**src/rtl/shift_deserializer_pkg.sv**
```systemverilog
// shift_deserializer_pkg: symbol width and state encoding shared with the serializer
package shift_deserializer_pkg;
   localparam int SYMBOL_WIDTH = 4;
   typedef enum logic {IDLE, SHIFT} state_t;
endpackage

```
**src/rtl/shift_deserializer.sv**
```systemverilog
// shift_deserializer: LSB-first serial-to-parallel word assembler with valid/ready output and sticky overrun
module shift_deserializer
   import shift_deserializer_pkg::*;
#(
   parameter int WIDTH = SYMBOL_WIDTH
) (
   input  logic             clock,
   input  logic             clear,
   input  logic             serial_in,
   input  logic             shift_in,
   input  logic             start,
   output logic [WIDTH-1:0] parallel_out,
   output logic             word_valid,
   input  logic             word_ready,
   output logic             busy,
   output logic             overrun
);
   localparam int CW = $clog2(WIDTH) + 1;
   state_t state_q, state_d;
   logic [CW-1:0] cnt_q, cnt_d;
   logic [WIDTH-1:0] shift_q, shift_d, pout_q, pout_d;
   logic valid_q, valid_d, ovr_q, ovr_d;
   logic complete, xfer, accept;
   assign xfer = valid_q & word_ready;
   assign accept = complete & (~valid_q | xfer);
   assign parallel_out = pout_q;
   assign word_valid = valid_q;
   assign overrun = ovr_q;
   assign busy = (state_q == SHIFT);
   // framing: a start strobe always (re)starts a word; the strobe carrying the last bit completes it
   always_comb begin
      state_d = state_q;
      cnt_d = cnt_q;
      shift_d = shift_q;
      complete = 1'b0;
      if (shift_in && start) begin
         state_d = SHIFT;
         cnt_d = CW'(1);
         shift_d = {shift_q[WIDTH-1:1], serial_in};
      end else if (shift_in && state_q == SHIFT) begin
         shift_d = (shift_q & ~(WIDTH'(1) << cnt_q)) | (WIDTH'(serial_in) << cnt_q);
         cnt_d = cnt_q + CW'(1);
         if (cnt_q == CW'(WIDTH - 1)) begin
            complete = 1'b1;
            state_d = IDLE;
            cnt_d = '0;
         end
      end
   end
   // output register: a finished word loads only if the slot is empty or being drained this cycle
   always_comb begin
      pout_d = accept ? {serial_in, shift_q[WIDTH-2:0]} : pout_q;
      valid_d = accept | (valid_q & ~xfer);
      ovr_d = ovr_q | (complete & ~accept);
   end
   // assembly state: FSM state, bit counter and partial word
   always_ff @(posedge clock or posedge clear) begin
      if (clear) begin
         state_q <= IDLE;
         cnt_q <= '0;
         shift_q <= '0;
      end else begin
         state_q <= state_d;
         cnt_q <= cnt_d;
         shift_q <= shift_d;
      end
   end
   // output word, handshake flag and sticky overrun
   always_ff @(posedge clock or posedge clear) begin
      if (clear) begin
         pout_q <= '0;
         valid_q <= 1'b0;
         ovr_q <= 1'b0;
      end else begin
         pout_q <= pout_d;
         valid_q <= valid_d;
         ovr_q <= ovr_d;
      end
   end
endmodule

```
**config.mk**
```make
export PLATFORM = sky130hd
export DESIGN_NAME = shift_deserializer
export DESIGN_NICKNAME = d
export VERILOG_FILES = /design/src/rtl/shift_deserializer_pkg.sv /design/src/rtl/shift_deserializer.sv
export SDC_FILE = /design/constraint.sdc
export NUM_CORES = 1
export LEC_CHECK = 0
export BUFFER_PORTS_ARGS = -buffer_cell sky130_fd_sc_hd__buf_2
export CORE_MARGIN = 2
export CORE_UTILIZATION = 35
export DETAILED_ROUTE_END_ITERATION = 16
export PLACE_DENSITY = 0.57
export SYNTH_ARGS = -nofsm -noshare
export SYNTH_HDL_FRONTEND = slang
export SYNTH_SLANG_ARGS = --single-unit
```
**constraint.sdc**
```tcl
create_clock -name clock -period 1.6 [get_ports clock]
set_clock_uncertainty 0.15 [all_clocks]
set_input_delay 0.16 -clock clock [delete_from_list [all_inputs] [get_ports clock]]
set_output_delay 0.16 -clock clock [all_outputs]
set_load 0.01 [all_outputs]
```
# Word-level counts from Yosys, hierarchy flattened
# Index checks and enable logic that the tools add are counted.
[classes]
addsub = 1
eq_ne = 1
shift = 2
muxes = 11
n_bitwise = 14
reduce_logical = 6
[op_table]
columns = ["operator", "count"]
rows = [
  ["3-bit 2-to-1 mux", 3],
  ["1-bit 2-to-1 mux", 8],
  ["1-bit bitwise AND", 4],
  ["4-bit bitwise AND", 1],
  ["1-bit NOT", 4],
  ["4-bit NOT", 1],
  ["4-bit bitwise OR", 1],
  ["2-bit AND reduction", 2],
  ["2-bit nonzero test", 2],
  ["1-bit by 3-bit << shifter with 4-bit output", 1],
  ["1-bit by 3-bit << shifter with 4-bit output, first input constant", 1],
  ["3-bit by 1-bit adder with 3-bit output, second input constant", 1],
  ["3-bit by 2-bit equality test with 1-bit output, second input constant", 1],
  ["1-bit bitwise OR", 3],
  ["1-bit logical AND", 2],
]
[word_totals]
register_bits = 14
out_inout_bits = 7

# Logic depth before layout (Yosys ltp)
# Gate-level depths: netlist of the first run.
[depth]
depth_word = 8
ltp_mapped = 5
mapped_depth_nobuf = 5

# Least setup slack after synthesis of the first run
# Ideal clock, no wire load.
[synth_timing]
kind = "register to register"
from = "reg state_q (netlist: busy)"
to = "reg pout_q[0] (netlist: parallel_out[0])"
arrival_time_ns = 1.208
slack_ns = 0.117
path_stages_with_launch = 5
path_cell_list = "dfrtp_1 -> and4bb_1 -> buf_6 -> nand3_4 -> mux2_4"
[synth_between]
elab_chain_len = 4
[synth_lines]
columns = ["item", "line", "source"]
rows = [
  ["start, declared", "shift_deserializer.sv:19", "state_t state_q, state_d;"],
  ["start signal, assigned", "shift_deserializer.sv:63", "state_q <= state_d;"],
  ["1-bit logical AND", "shift_deserializer.sv:40", "end else if (shift_in && state_q == SHIFT) begin"],
  ["1-bit 2-to-1 mux", "shift_deserializer.sv:40", ""],
  ["1-bit 2-to-1 mux", "shift_deserializer.sv:36", "if (shift_in && start) begin"],
  ["1-bit bitwise AND", "shift_deserializer.sv:25", "assign accept = complete & (~valid_q | xfer);"],
  ["end signal, assigned", "shift_deserializer.sv:75", "pout_q <= pout_d;"],
  ["end, declared", "shift_deserializer.sv:21", "logic [WIDTH-1:0] shift_q, shift_d, pout_q, pout_d;"],
]
# Every way passes these cells.
# A chain may end at the register's enable or synchronous reset.

# Worst setup path in the final report of the first run
[layout_timing]
from = "reg cnt_q[2]"
to = "reg pout_q[0] (netlist: parallel_out[0])"
[layout_between]
elab_chain_len = 5
[layout_lines]
columns = ["item", "line", "source"]
rows = [
  ["start, declared", "shift_deserializer.sv:20", "logic [CW-1:0] cnt_q, cnt_d;"],
  ["start signal, assigned", "shift_deserializer.sv:64", "cnt_q <= cnt_d;"],
  ["3-bit by 2-bit equality test with 1-bit output", "shift_deserializer.sv:43", "if (cnt_q == CW'(WIDTH - 1)) begin"],
  ["1-bit 2-to-1 mux", "shift_deserializer.sv:43", ""],
  ["1-bit 2-to-1 mux", "shift_deserializer.sv:40", ""],
  ["1-bit 2-to-1 mux", "shift_deserializer.sv:36", ""],
  ["1-bit bitwise AND", "shift_deserializer.sv:25", ""],
]
# Every way passes these cells.

==> results of run 1 <==
## sequential cells by signal (all words and copies together) (netlist names)
register	flops
parallel_out	4
overrun	1
shift_q	3
busy	1
cnt_q	3
word_valid	1
## through the flow
step	worst slack, ps	hold slack (ps)	instance area, sq um
finish	100	25.7	813
CTS	92.5	20.5	813
detailed placement	94.0	57.2	777
global placement	121	61.5	777
global route	17.4	27.5	813
floorplan	117	-113	659
## final cells by class
class	count	area (sq um)
fill	177	932
clock buffer	4	26.3
multi-input combinational	36	312
inverter	3	11.3
tap	25	31.3
sequential	13	325
timing repair buffer	18	108
## worst max-delay path by stage
stage               startpoint               to
finish                cnt_q[2]  parallel_out[0]
global placement      cnt_q[2]  parallel_out[1]
detailed placement    cnt_q[2]  parallel_out[0]
global route          cnt_q[2]       shift_q[0]
floorplan                 busy  parallel_out[0]
CTS                   cnt_q[2]  parallel_out[0]
## cells in the mapped netlist, types with 2 or more instances
| master | n |
|---|---|
| dfrtp_1 | 13 |
| a21boi_0 | 3 |
| nand2_1 | 5 |
| and2b_1 | 2 |
| inv_1 | 3 |
| nand2b_1 | 2 |
| o21ai_0 | 2 |
| ha_1 | 4 |
| mux2_4 | 4 |
| a41o_1 | 2 |
| a21oi_1 | 2 |
## metal layers
metal / part of all wire [%] / GRT usage, % / vias up
met5: 0 / 0 / -
met2: 43 / 20.8 / 14
met4: 2.4 / 6.67 / 0
li1: - / - / 237
met3: 4.5 / 3.85 / 2
met1: 50 / 17.0 / 213
## kinds of logic (layout without fill, tap and decap cells)
logic type               after synthesis  in the layout  synth area share, %
multiplexers                           4              4                 9.11
flip-flops                            13             13                 49.3
AND/OR/NAND/NOR                       12             12                 12.1
adder cells (fa/ha/maj)                4              4                 7.59
buffers and inverters                  4             25                 3.42
AO/OA/AOI/OAI                         16             16                 18.4
## power groups by stage
stage | combinational, mW | clock, mW | sequential, mW
finish | 0.438 | 0.205 | 0.494
global route | 0.491 | 0.231 | 0.510
CTS | 0.444 | 0.214 | 0.495
detailed placement | 0.442 | 0 | 0.501
global placement | 0.442 | 0 | 0.498
floorplan | 0.242 | 0 | 0.536
==> flow_summary.yaml, run 1 <==
yosys:
  synth_area_leaders: "dfrtp_1, mux2_4, ha_1, a21boi_0, a41o_1"
  yosysTopAreaCell: "dfrtp_1"
  synth_fp_nets: 63
  synth_enable_flop_cells: 0
  syn-instance-count: 53
  yosysWarnings: 0
  synth_seq_cells: 13
  syn_area_per_cell_sq_um: 12.4
  synth-main-ff-cell: "dfrtp_1"
  yosys.area.top_type_share_pct: 49.3
  async_flop_share_pct: 100
  yosysSeqAreaShare_pct: 49.3
  synth_cell_type_count: 22
  syn-cell-area_sq_um: 659
timing:
  rsz0062_at_grt: "no"
  relSlewSlack_pct: 68.3
  finalHoldViolations: 0
  period_share_pct: 93.7
  tns_ps: 0
  finalSetupViolCount: 0
  fmax_mhz: 667
  report.final.slew_viol_count: 0
  period_minus_slack_ps: 1500
  worst_slew_pin_slew_ps: 476
power:
  ir_drop_v: 0.000639
  p_sw_uw: 370
  p_clk_share_pct: 18.0
  p_leak_nw: 0.428
  power_density_nw_per_um2: 1400
  combPwrFrac_pct: 38.5
  p_int_uw: 767
  p_total_mw: 1.14
  sw_frac_of_total_pct: 32.5
  power.share.sequential_pct: 43.5
layout:
  diodes: 0
  final_cells: 99
  final_layout_size_suffix_gt1_share_pct: 36.5
  fin_util_pct: 46.6
  area_delta_synth_final_pct: 23.3
  final_common_cell: "dfrtp_1"
  layout_common_cells: "dfrtp_1, buf_2, nand2_1, buf_4"
  nets: 85
placed_design:
  dp.final_hpwl_um: 936
  io_buffers: 12
  placed_cells: 94
  place_congestion: 0.737
routing:
  drc: 0
  drtIter0Drc: 4
  final_antenna_net_count: 0
  drt-vias-per-instance: 4.71
  dr.pass1.iters: 2
  via_count: 466
  wl_per_cell_um: 12.2
  wl_mm: 1.21
setup_path:
  cp_max_fo: 6
  critPathArrivalTime_ps: 1520
  timing.rr.start: "cnt_q[2]"
  r2r_slack_ps: 100
  reg2reg_depth: 3
  path_depth: 3
  slowest_delay_ps: 400
  startpoint_type: "flop"
  critPathSlowestCell: "dfrtp_1"
  cp_cell_sequence: "and4bb_1 > nand3_4 > mux2_4"
  critPathTopFamily: "simple AND/OR/NAND/NOR gates"
  path_class: "flop to flop"
  required_ps: 1620
  timing.rr.end: "parallel_out[0]"
  endpoint_kind: "flop"
  path_buf_inv: 0
grt:
  grt_pass1_vias: 461
  overflow: 0
  antenna_found_initial: 0
  grt_max_degree: 14
  grt_usage_pct: 13.4
  grt_pass1_wl_mm: 2.04
clocking:
  cts_tree: "done"
  post_cts_buffers: 0
  path_clk_slew_ps: 80
  root_buffer: "clkbuf_4"
  h-tree-depth: 1
  ctsHoldBuffers: 1
  post_cts_resized: 0
  clock_latency_ps: 280
  cts_buffers: 3
  clock_sinks: 13
  clockBufferDepth: 2
floorplan:
  die_area_sq_um: 2250
  die_h_um: 47.4
  core_area_sq_um: 1750
  die_x_um: 47.4
  io_pins: 13
  rows: 15
  initial_core_util_pct: 37.8
hold_path:
  hold_start: "serial_in"
  min_path_cells: 2
  worstHoldEndpoint: "parallel_out[3]"
  min-delay-path-class: "primary input to flop"
job:
  maxCapViolations: 0
run_status:
  status: "complete, no violations"
Note: power is estimated with default switching activity, not from simulation.
==> inputs of run 2 (changes only) <==
Settings changed: CORE_ASPECT_RATIO from default to 0.75.
==> flow_summary.yaml, run 2 (synthesis results as in run 1) <==
run_status:
  status: "complete, no violations"
clocking:
  post_cts_buffers: 0
  cts_buffers: 3
  h-tree-depth: 1
  clock_latency_ps: 270
  root_buffer: "clkbuf_4"
  clock_sinks: 13
  path_clk_slew_ps: 80
  clockBufferDepth: 2
  cts_tree: "done"
routing:
  drt-vias-per-instance: 4.94
  drtIter0Drc: 13
  final_antenna_net_count: 0
  via_count: 479
  wl_per_cell_um: 13.1
  dr.pass1.iters: 4
  wl_mm: 1.27
  drc: 0
grt:
  grt_max_degree: 14
  grt_pass1_wl_mm: 2.20
  overflow: 0
  grt_usage_pct: 13.7
  grt_pass1_vias: 459
  antenna_found_initial: 0
timing:
  fmax_mhz: 674
  report.final.slew_viol_count: 0
  finalSetupViolCount: 0
  period_minus_slack_ps: 1480
  fin_ws_ps: 116
  period_share_pct: 92.8
  rsz0062_at_grt: "no"
  finalHoldViolations: 0
  tns_ps: 0
  relSlewSlack_pct: 66.6
  worst_slew_pin_slew_ps: 501
layout:
  final_layout_size_suffix_gt1_share_pct: 38.7
  multiInputGateArea_sq_um: 312
  finalInstanceArea_sq_um: 817
  nets: 86
  final_cells: 97
  final_common_cell: "dfrtp_1"
  layout_common_cells: "dfrtp_1, buf_2, buf_4"
  largest_register_ff_count: 4
  register_area_sq_um: 325
  area_delta_synth_final_pct: 23.9
  final.fill_count: 180
  diodes: 0
floorplan:
  rows: 13
  io_pins: 13
  die_area_sq_um: 2250
  core_area_sq_um: 1760
  initial_core_util_pct: 37.5
  die_h_um: 41.6
  die_x_um: 54.1
setup_path:
  timing.rr.start: "cnt_q[2]"
  r2r_slack_ps: 120
  path_class: "flop to flop"
  cp-endpoint: "parallel_out[3]"
  startpoint_type: "flop"
  endpoint_kind: "flop"
  timing.rr.end: "parallel_out[3]"
  reg2reg_depth: 3
  cp_max_fo: 6
  crit_start: "cnt_q[2]"
  critPathArrivalTime_ps: 1500
  required_ps: 1610
power:
  ir_drop_v: 0.000525
  p_leak_nw: 0.431
  p_total_mw: 1.15
  power_density_nw_per_um2: 1400
placed_design:
  dp.final_hpwl_um: 978
  placed_area_sq_um: 781
  placed_cells: 92
  dp_slack_ps: 85.4
  place_congestion: 0.740
  io_buffers: 12
hold_path:
  hold_start: "serial_in"
  min-delay-path-class: "primary input to flop"
job:
  maxCapViolations: 0
run 2: cell count changes in the layout (fill, tap and decap cells not counted):
cell,change
buf_4,+1
and4bb_2,+1
and4bb_1,-1
run 2: area by class of cell:
class                      instances  area share [%]
inverter                           3            1.38
sequential                        13            39.8
timing repair buffer              19            14.1
multi-input combinational         36            38.1
tap                               22            3.37
clock buffer                       4            3.22
run 2: worst max-delay path, cell delays in order, from the launching register on:
cell and delay (ps):
dfrtp_1 400, and4bb_2 380, nand3_4 130, mux2_4 310
run 2: how the worst min path moves through the flow:
| stage | endpoint | slack [ps] | cells past startpoint |
|---|---|---|---|
| 5_1_grt | cnt_q[2] | 30 | 2 |
| 3_3_place_gp | cnt_q[1] | 70 | 2 |
| 3_5_place_dp | parallel_out[3] | 70 | 2 |
| 4_1_cts | cnt_q[2] | 20 | 2 |
| 2_1_floorplan | busy | -110 | 1 |
| 6_report | parallel_out[3] | 30 | 2 |
run 2: per-stage QoR:
stage	util, %	hold slack, ps
floorplan	-	-113
global placement	44.4	68.2
detailed placement	44.4	72.4
CTS	46.5	17.3
global route	46.5	30.5
finish	46.5	34.1
run 2: timing repair:
| action | 4_1_cts | 5_1_grt |
|---|---|---|
| resized for setup | 0 | 1 |
| hold buffers | 1 | 0 |
| setup endpoints to repair | 0 | 1 |
| endpoints found under the hold margin | 13 | 0 |
run 2: metal layers:
metal,track usage [%],routed length (um)
met1,20.5,679
met2,17.1,529
met3,6.47,57
met4,4.50,8
met5,0,0
run 2: power by group:
group,total (mW),switching (mW),internal (mW)
Clock,0.202,0.106,0.0966
Combinational,0.451,0.208,0.243
Sequential,0.493,0.0579,0.435
Total,1.15,0.372,0.774
